<file path="src/rtl/vga.svh">
// Shared VGA geometry for the 640x480 mode: counter widths and visible extents.
`ifndef VGA_SVH
`define VGA_SVH

`define H_SIZE    11
`define V_SIZE    10
`define H_DISPLAY 640
`define V_DISPLAY 480

`endif

</file>
<file path="src/rtl/vga_rect_fill_pkg.sv">
// Shared types and geometry constants for the rectangle fill engine.
`include "vga.svh"

package vga_rect_fill_pkg;

    localparam int unsigned H_W    = `H_SIZE;
    localparam int unsigned V_W    = `V_SIZE;
    localparam int unsigned H_DISP = `H_DISPLAY;
    localparam int unsigned V_DISP = `V_DISPLAY;

    typedef enum logic [1:0] {
        IDLE  = 2'd0,
        CLIP  = 2'd1,
        WRITE = 2'd2,
        DONE  = 2'd3
    } fill_state_e;

endpackage

</file>
<file path="src/rtl/vga_rect_fill.sv">
// Fills a clipped rectangle of the frame buffer with one colour, one Avalon
// write per pixel in raster order.
`include "vga.svh"

module vga_rect_fill
    import vga_rect_fill_pkg::*;
#(
    parameter int unsigned AVN_AW   = 18,
    parameter int unsigned AVN_DW   = 16,
    parameter int unsigned RGB_SIZE = 12
) (
    input  logic                 sys_clk,
    input  logic                 sys_rst,
    input  logic                 cmd_valid,
    output logic                 cmd_ready,
    input  logic [`H_SIZE-1:0]   cmd_x0,
    input  logic [`H_SIZE-1:0]   cmd_x1,
    input  logic [`V_SIZE-1:0]   cmd_y0,
    input  logic [`V_SIZE-1:0]   cmd_y1,
    input  logic [RGB_SIZE-1:0]  cmd_rgb,
    output logic                 busy,
    output logic                 done,
    output logic                 src_avn_write,
    output logic                 src_avn_read,
    output logic [AVN_AW-1:0]    src_avn_address,
    output logic [AVN_DW-1:0]    src_avn_writedata,
    input  logic                 src_avn_waitrequest
);

    localparam int unsigned PW = H_W + V_W + 1;

    fill_state_e         state_q, state_d;
    logic [H_W-1:0]      x0_q, x0_d, x1_q, x1_d, x_q, x_d;
    logic [V_W-1:0]      y0_q, y0_d, y1_q, y1_d, y_q, y_d;
    logic [RGB_SIZE-1:0] rgb_q, rgb_d;

    logic [H_W-1:0]      x1_clip;
    logic [V_W-1:0]      y1_clip;
    logic                empty;
    logic [PW-1:0]       addr_full;

    always_comb begin
        x1_clip = (x1_q > H_W'(H_DISP - 1)) ? H_W'(H_DISP - 1) : x1_q;
        y1_clip = (y1_q > V_W'(V_DISP - 1)) ? V_W'(V_DISP - 1) : y1_q;
        empty   = (x0_q > x1_clip) || (y0_q > y1_clip) ||
                  (x0_q >= H_W'(H_DISP)) || (y0_q >= V_W'(V_DISP));
    end

    // Address is a pure function of the current pixel, so it holds by itself during a stall.
    assign addr_full         = PW'(y_q) * PW'(H_DISP) + PW'(x_q);
    assign src_avn_address   = AVN_AW'(addr_full);
    assign src_avn_writedata = AVN_DW'(rgb_q);
    assign src_avn_read      = 1'b0;

    always_ff @(posedge sys_clk or posedge sys_rst) begin
        if (sys_rst) begin
            state_q <= IDLE;
            x0_q    <= '0;
            x1_q    <= '0;
            x_q     <= '0;
            y0_q    <= '0;
            y1_q    <= '0;
            y_q     <= '0;
            rgb_q   <= '0;
        end else begin
            state_q <= state_d;
            x0_q    <= x0_d;
            x1_q    <= x1_d;
            x_q     <= x_d;
            y0_q    <= y0_d;
            y1_q    <= y1_d;
            y_q     <= y_d;
            rgb_q   <= rgb_d;
        end
    end

    always_comb begin
        state_d       = state_q;
        x0_d          = x0_q;
        x1_d          = x1_q;
        x_d           = x_q;
        y0_d          = y0_q;
        y1_d          = y1_q;
        y_d           = y_q;
        rgb_d         = rgb_q;
        cmd_ready     = 1'b0;
        busy          = 1'b1;
        done          = 1'b0;
        src_avn_write = 1'b0;

        unique case (state_q)
            IDLE: begin
                cmd_ready = 1'b1;
                busy      = 1'b0;
                if (cmd_valid) begin
                    x0_d    = cmd_x0;
                    x1_d    = cmd_x1;
                    y0_d    = cmd_y0;
                    y1_d    = cmd_y1;
                    rgb_d   = cmd_rgb;
                    state_d = CLIP;
                end
            end
            CLIP: begin
                x1_d = x1_clip;
                y1_d = y1_clip;
                if (empty) begin
                    state_d = DONE;
                end else begin
                    x_d     = x0_q;
                    y_d     = y0_q;
                    state_d = WRITE;
                end
            end
            WRITE: begin
                src_avn_write = 1'b1;
                if (!src_avn_waitrequest) begin
                    if (x_q != x1_q) begin
                        x_d = x_q + H_W'(1);
                    end else if (y_q != y1_q) begin
                        x_d = x0_q;
                        y_d = y_q + V_W'(1);
                    end else begin
                        state_d = DONE;
                    end
                end
            end
            DONE: begin
                done    = 1'b1;
                state_d = IDLE;
            end
            default: state_d = IDLE;
        endcase
    end

endmodule

</file>
<file path="config.mk">
export PLATFORM = sky130hd
export DESIGN_NAME = vga_rect_fill
export DESIGN_NICKNAME = d
export VERILOG_FILES = /design/src/rtl/vga_rect_fill_pkg.sv /design/src/rtl/vga_rect_fill.sv
export VERILOG_INCLUDE_DIRS = /design/src /design/src/rtl
export SDC_FILE = /design/constraint.sdc
export NUM_CORES = 1
export LEC_CHECK = 0
export CORE_AREA = 2 2 135 84
export DETAILED_ROUTE_END_ITERATION = 8
export DIE_AREA = 0 0 137 86
export GPL_ROUTABILITY_DRIVEN = 0
export PLACE_DENSITY = 0.76
export SLEW_MARGIN = 20
export SYNTH_ARGS = -nofsm -noshare
export SYNTH_HDL_FRONTEND = slang
export SYNTH_SLANG_ARGS = --single-unit
</file>
<file path="constraint.sdc">
create_clock -name sys_clk -period 3.4 [get_ports sys_clk]
set_input_delay 0.34 -clock sys_clk [delete_from_list [all_inputs] [get_ports sys_clk]]
set_output_delay 0.34 -clock sys_clk [all_outputs]
set_load 0.01 [all_outputs]
</file>
==> results.ini <==
[status]
outcome=completed

[route]
remaining_drc_errors=0
dr.pass1.iters=5
wire_per_inst_um=18.2
routed_via_density=5.79
drtAntennaViolNets=0
wl_mm=14.2
vias=4521
drtIter0Drc=312

[global_routing]
grt_max_degree=36
grt_overflow=0
grt_usage_pct=25.1
antenna_found_initial=0
grt_pass1_wl_mm=22.4
grt_pass1_vias=4330

[placed_design]
dp.cells=760
dpl-instance-area_um2=6270
dp_slack_ns=-0.203
io_buffer_count=91
dp_hpwl_mm=11.0

[floorplan]
core_um2=10500
initial_core_util_pct=49.3
die_area_um2=11800
die_x_um=137
fp-row-count=29
io_pins=97
die_h_um=86

[cts]
cts-buffers-inserted=9
clkTransAtPathRegs_ns=0.07
cts_root_buffer=clkbuf_16
cts_tree=built
ctsHoldBuffers=0
h-tree-depth=3
cts_sinks=77
clk_latency_ns=0.36
clk_path_buf_depth=2

[synthesis]
ys_ff_latch=77
synth_cells=532
netlist-cell-type-count=56
yosysWarnings=0
syn_avg_cell_area_um2=9.69
seq_area_frac_synth_pct=37.4
synth_edf_count=0
synthArstFlopShare_pct=100
synth_ff_type=dfrtp_1
synth_area_um2=5160

[critical_path]
cp.arrival_ns=3.01
path_delay_family=adder cells
rrSetupSlack_ns=0.15
r2r_cells=11
crit_chain=ha_4 -> ha_4 -> inv_2 -> fa_2 -> nor2b_4 -> o21ai_2 -> a221oi_2 -> o2111ai_2 -> nor3_2 -> xnor2_1 -> xnor2_1 -> buf_2
worstSetupEndpointType=primary output
slowest_stage=dfrtp_1
worstPathRequired_ns=3.06
worstPathBufferInverterCount=2
crit_fanout=2
worst_r2r_endpoint=y_q[2]
cpPeakStageDelay_ns=0.41
worstSetupPathType=reg -> out
regToRegStartpoint=x1_q[7]
startpoint_type=flip-flop

[timing]
relSlewSlack_pct=49.9
drv_slew=0
post-route-period-util_pct=98.5
setup_viol=0
tightest_slew_ns=0.751
finClkSkew_ns=0.00947
hold_viol=0
layout_setup_ws_ns=0.0516
fin_crit_ns=3.35
rsz0062_at_grt=yes
fmax_mhz=299

[final_layout]
area.growth.synth_to_final_pct=30.3
final_nets=743
diodes=0
final_common_cell=clkdlybuf4s50_1
final_cell_mix=clkdlybuf4s50_1, dfrtp_1, ha_1, nor2_1, nand2_1
drive_above_1_share_pct=17.9
final_cell_area_um2=6720
final_cells=781

[power_and_ir_drop]
leakagePower_uw=0.00279
p_total_uw=8590
ir_drop_v=0.00146
power.share.switching_pct=44.7
p_per_area_nw_per_um2=1280
p_seq_share_pct=22.2
pwr-share-clk_pct=11.2
p_sw_uw=3840
p_int_uw=4750
p_comb_share_pct=66.6

[hold_path]
hold_class=in -> async

[job]
drv_cap=0

[per-stage QoR]
step	hold slack (ns)	util, %	TNS [ns]
2_1_floorplan	0.457	-	0
3_3_place_gp	0.488	60.0	0
3_5_place_dp	0.496	60.0	-0.205
4_1_cts	0.451	63.1	-0.130
5_1_grt	0.492	64.3	-0.102
6_report	0.432	64.3	0
[kinds of logic after synthesis]
family / after synthesis / synth area share, %
AO/OA/AOI/OAI: 138 / 18.5
XOR/XNOR: 33 / 5.61
adder cells (fa/ha/maj): 48 / 11.9
buffers and inverters: 54 / 5.05
flip-flops: 77 / 37.4
multiplexers: 35 / 7.60
other: 2 / 0.146
AND/OR/NAND/NOR: 145 / 13.8
[power by group through the flow]
stage          clock, uW  sequential [uW]  combinational, uW
5_1_grt             1020             1960               6300
3_5_place_dp           0             1890               5370
4_1_cts              985             1870               5430
6_report             965             1900               5730
2_1_floorplan          0             1760               3410
3_3_place_gp           0             1870               5160
[per-layer routing]
layer / up-vias / share of wire (%) / track usage [%]
li1: 2146 / - / -
met2: 200 / 41 / 35.2
met4: 0 / 1.4 / 6.84
met3: 21 / 9.2 / 7.51
met5: - / 0 / 0
met1: 2154 / 48 / 37.3
[cell type report]
cell class | instances | area, um^2
Clock buffer | 9 | 225
Clock inverter | 7 | 73.8
Sequential cell | 77 | 1930
Fill cell | 874 | 3730
Inverter | 23 | 86.3
Tap cell | 139 | 174
Timing Repair Buffer | 120 | 1120
Multi-Input combinational cell | 406 | 3120
[how the worst max path moves through the flow]
stage | startpoint | to | slack, ns | depth (start not counted)
3_3_place_gp | y_q[1] | src_avn_address[17] | 0.02 | 12
6_report | y_q[3] | src_avn_address[17] | 0.05 | 12
2_1_floorplan | x1_q[7] | y_q[0] | 0.43 | 13
3_5_place_dp | y_q[3] | src_avn_address[17] | -0.20 | 12
4_1_cts | y_q[3] | src_avn_address[17] | -0.13 | 11
5_1_grt | y_q[2] | src_avn_address[17] | -0.10 | 12
[sequential cells by signal, summed over array words and instances (netlist names)]
name     count
x_q         11
y_q         10
x0_q        11
rgb_q       12
y0_q        10
y1_q        10
state_q      2
x1_q        11
[timing repair]
action	in CTS	in global routing
setup endpoints to repair	4	14
pin swaps	2	11
endpoints found under the hold margin	0	0
setup buffers	1	4
resized for setup	13	21
[cell usage after synthesis (4+ instances only)]
cell | instances | share of area [%]
mux2_2 | 33 | 7.2
o22a_1 | 17 | 2.9
a31o_2 | 4 | 0.68
a41oi_1 | 7 | 1.2
o21a_1 | 8 | 1.2
nand2_1 | 37 | 2.7
buf_2 | 4 | 0.39
clkbuf_1 | 14 | 1.0
buf_4 | 12 | 1.7
a31oi_1 | 10 | 1.2
o21ai_0 | 29 | 2.8
or2_2 | 6 | 0.73
inv_1 | 23 | 1.7
nor4_1 | 4 | 0.49
nor3_1 | 6 | 0.58
nand4_1 | 9 | 1.1
nor2_1 | 39 | 2.8
ha_1 | 46 | 11
xnor2_1 | 23 | 3.9
nand3_1 | 14 | 1.4
and3_1 | 9 | 1.1
a21o_1 | 5 | 0.73
a211oi_1 | 5 | 0.73
xor2_1 | 10 | 1.7
nor2b_1 | 7 | 0.85
o31ai_1 | 4 | 0.58
a21oi_1 | 27 | 2.6
dfrtp_1 | 77 | 37
[worst reg2reg max path: cells and delay by family, from the launching register on]
kind | cells | cell delay (ns)
adder cells (fa/ha/maj) | 1 | 0.25
AND/OR/NAND/NOR | 5 | 1.33
AO/OA/AOI/OAI | 5 | 1.10
flip-flops | 1 | 0.45
(Power assumes the default switching activity.)
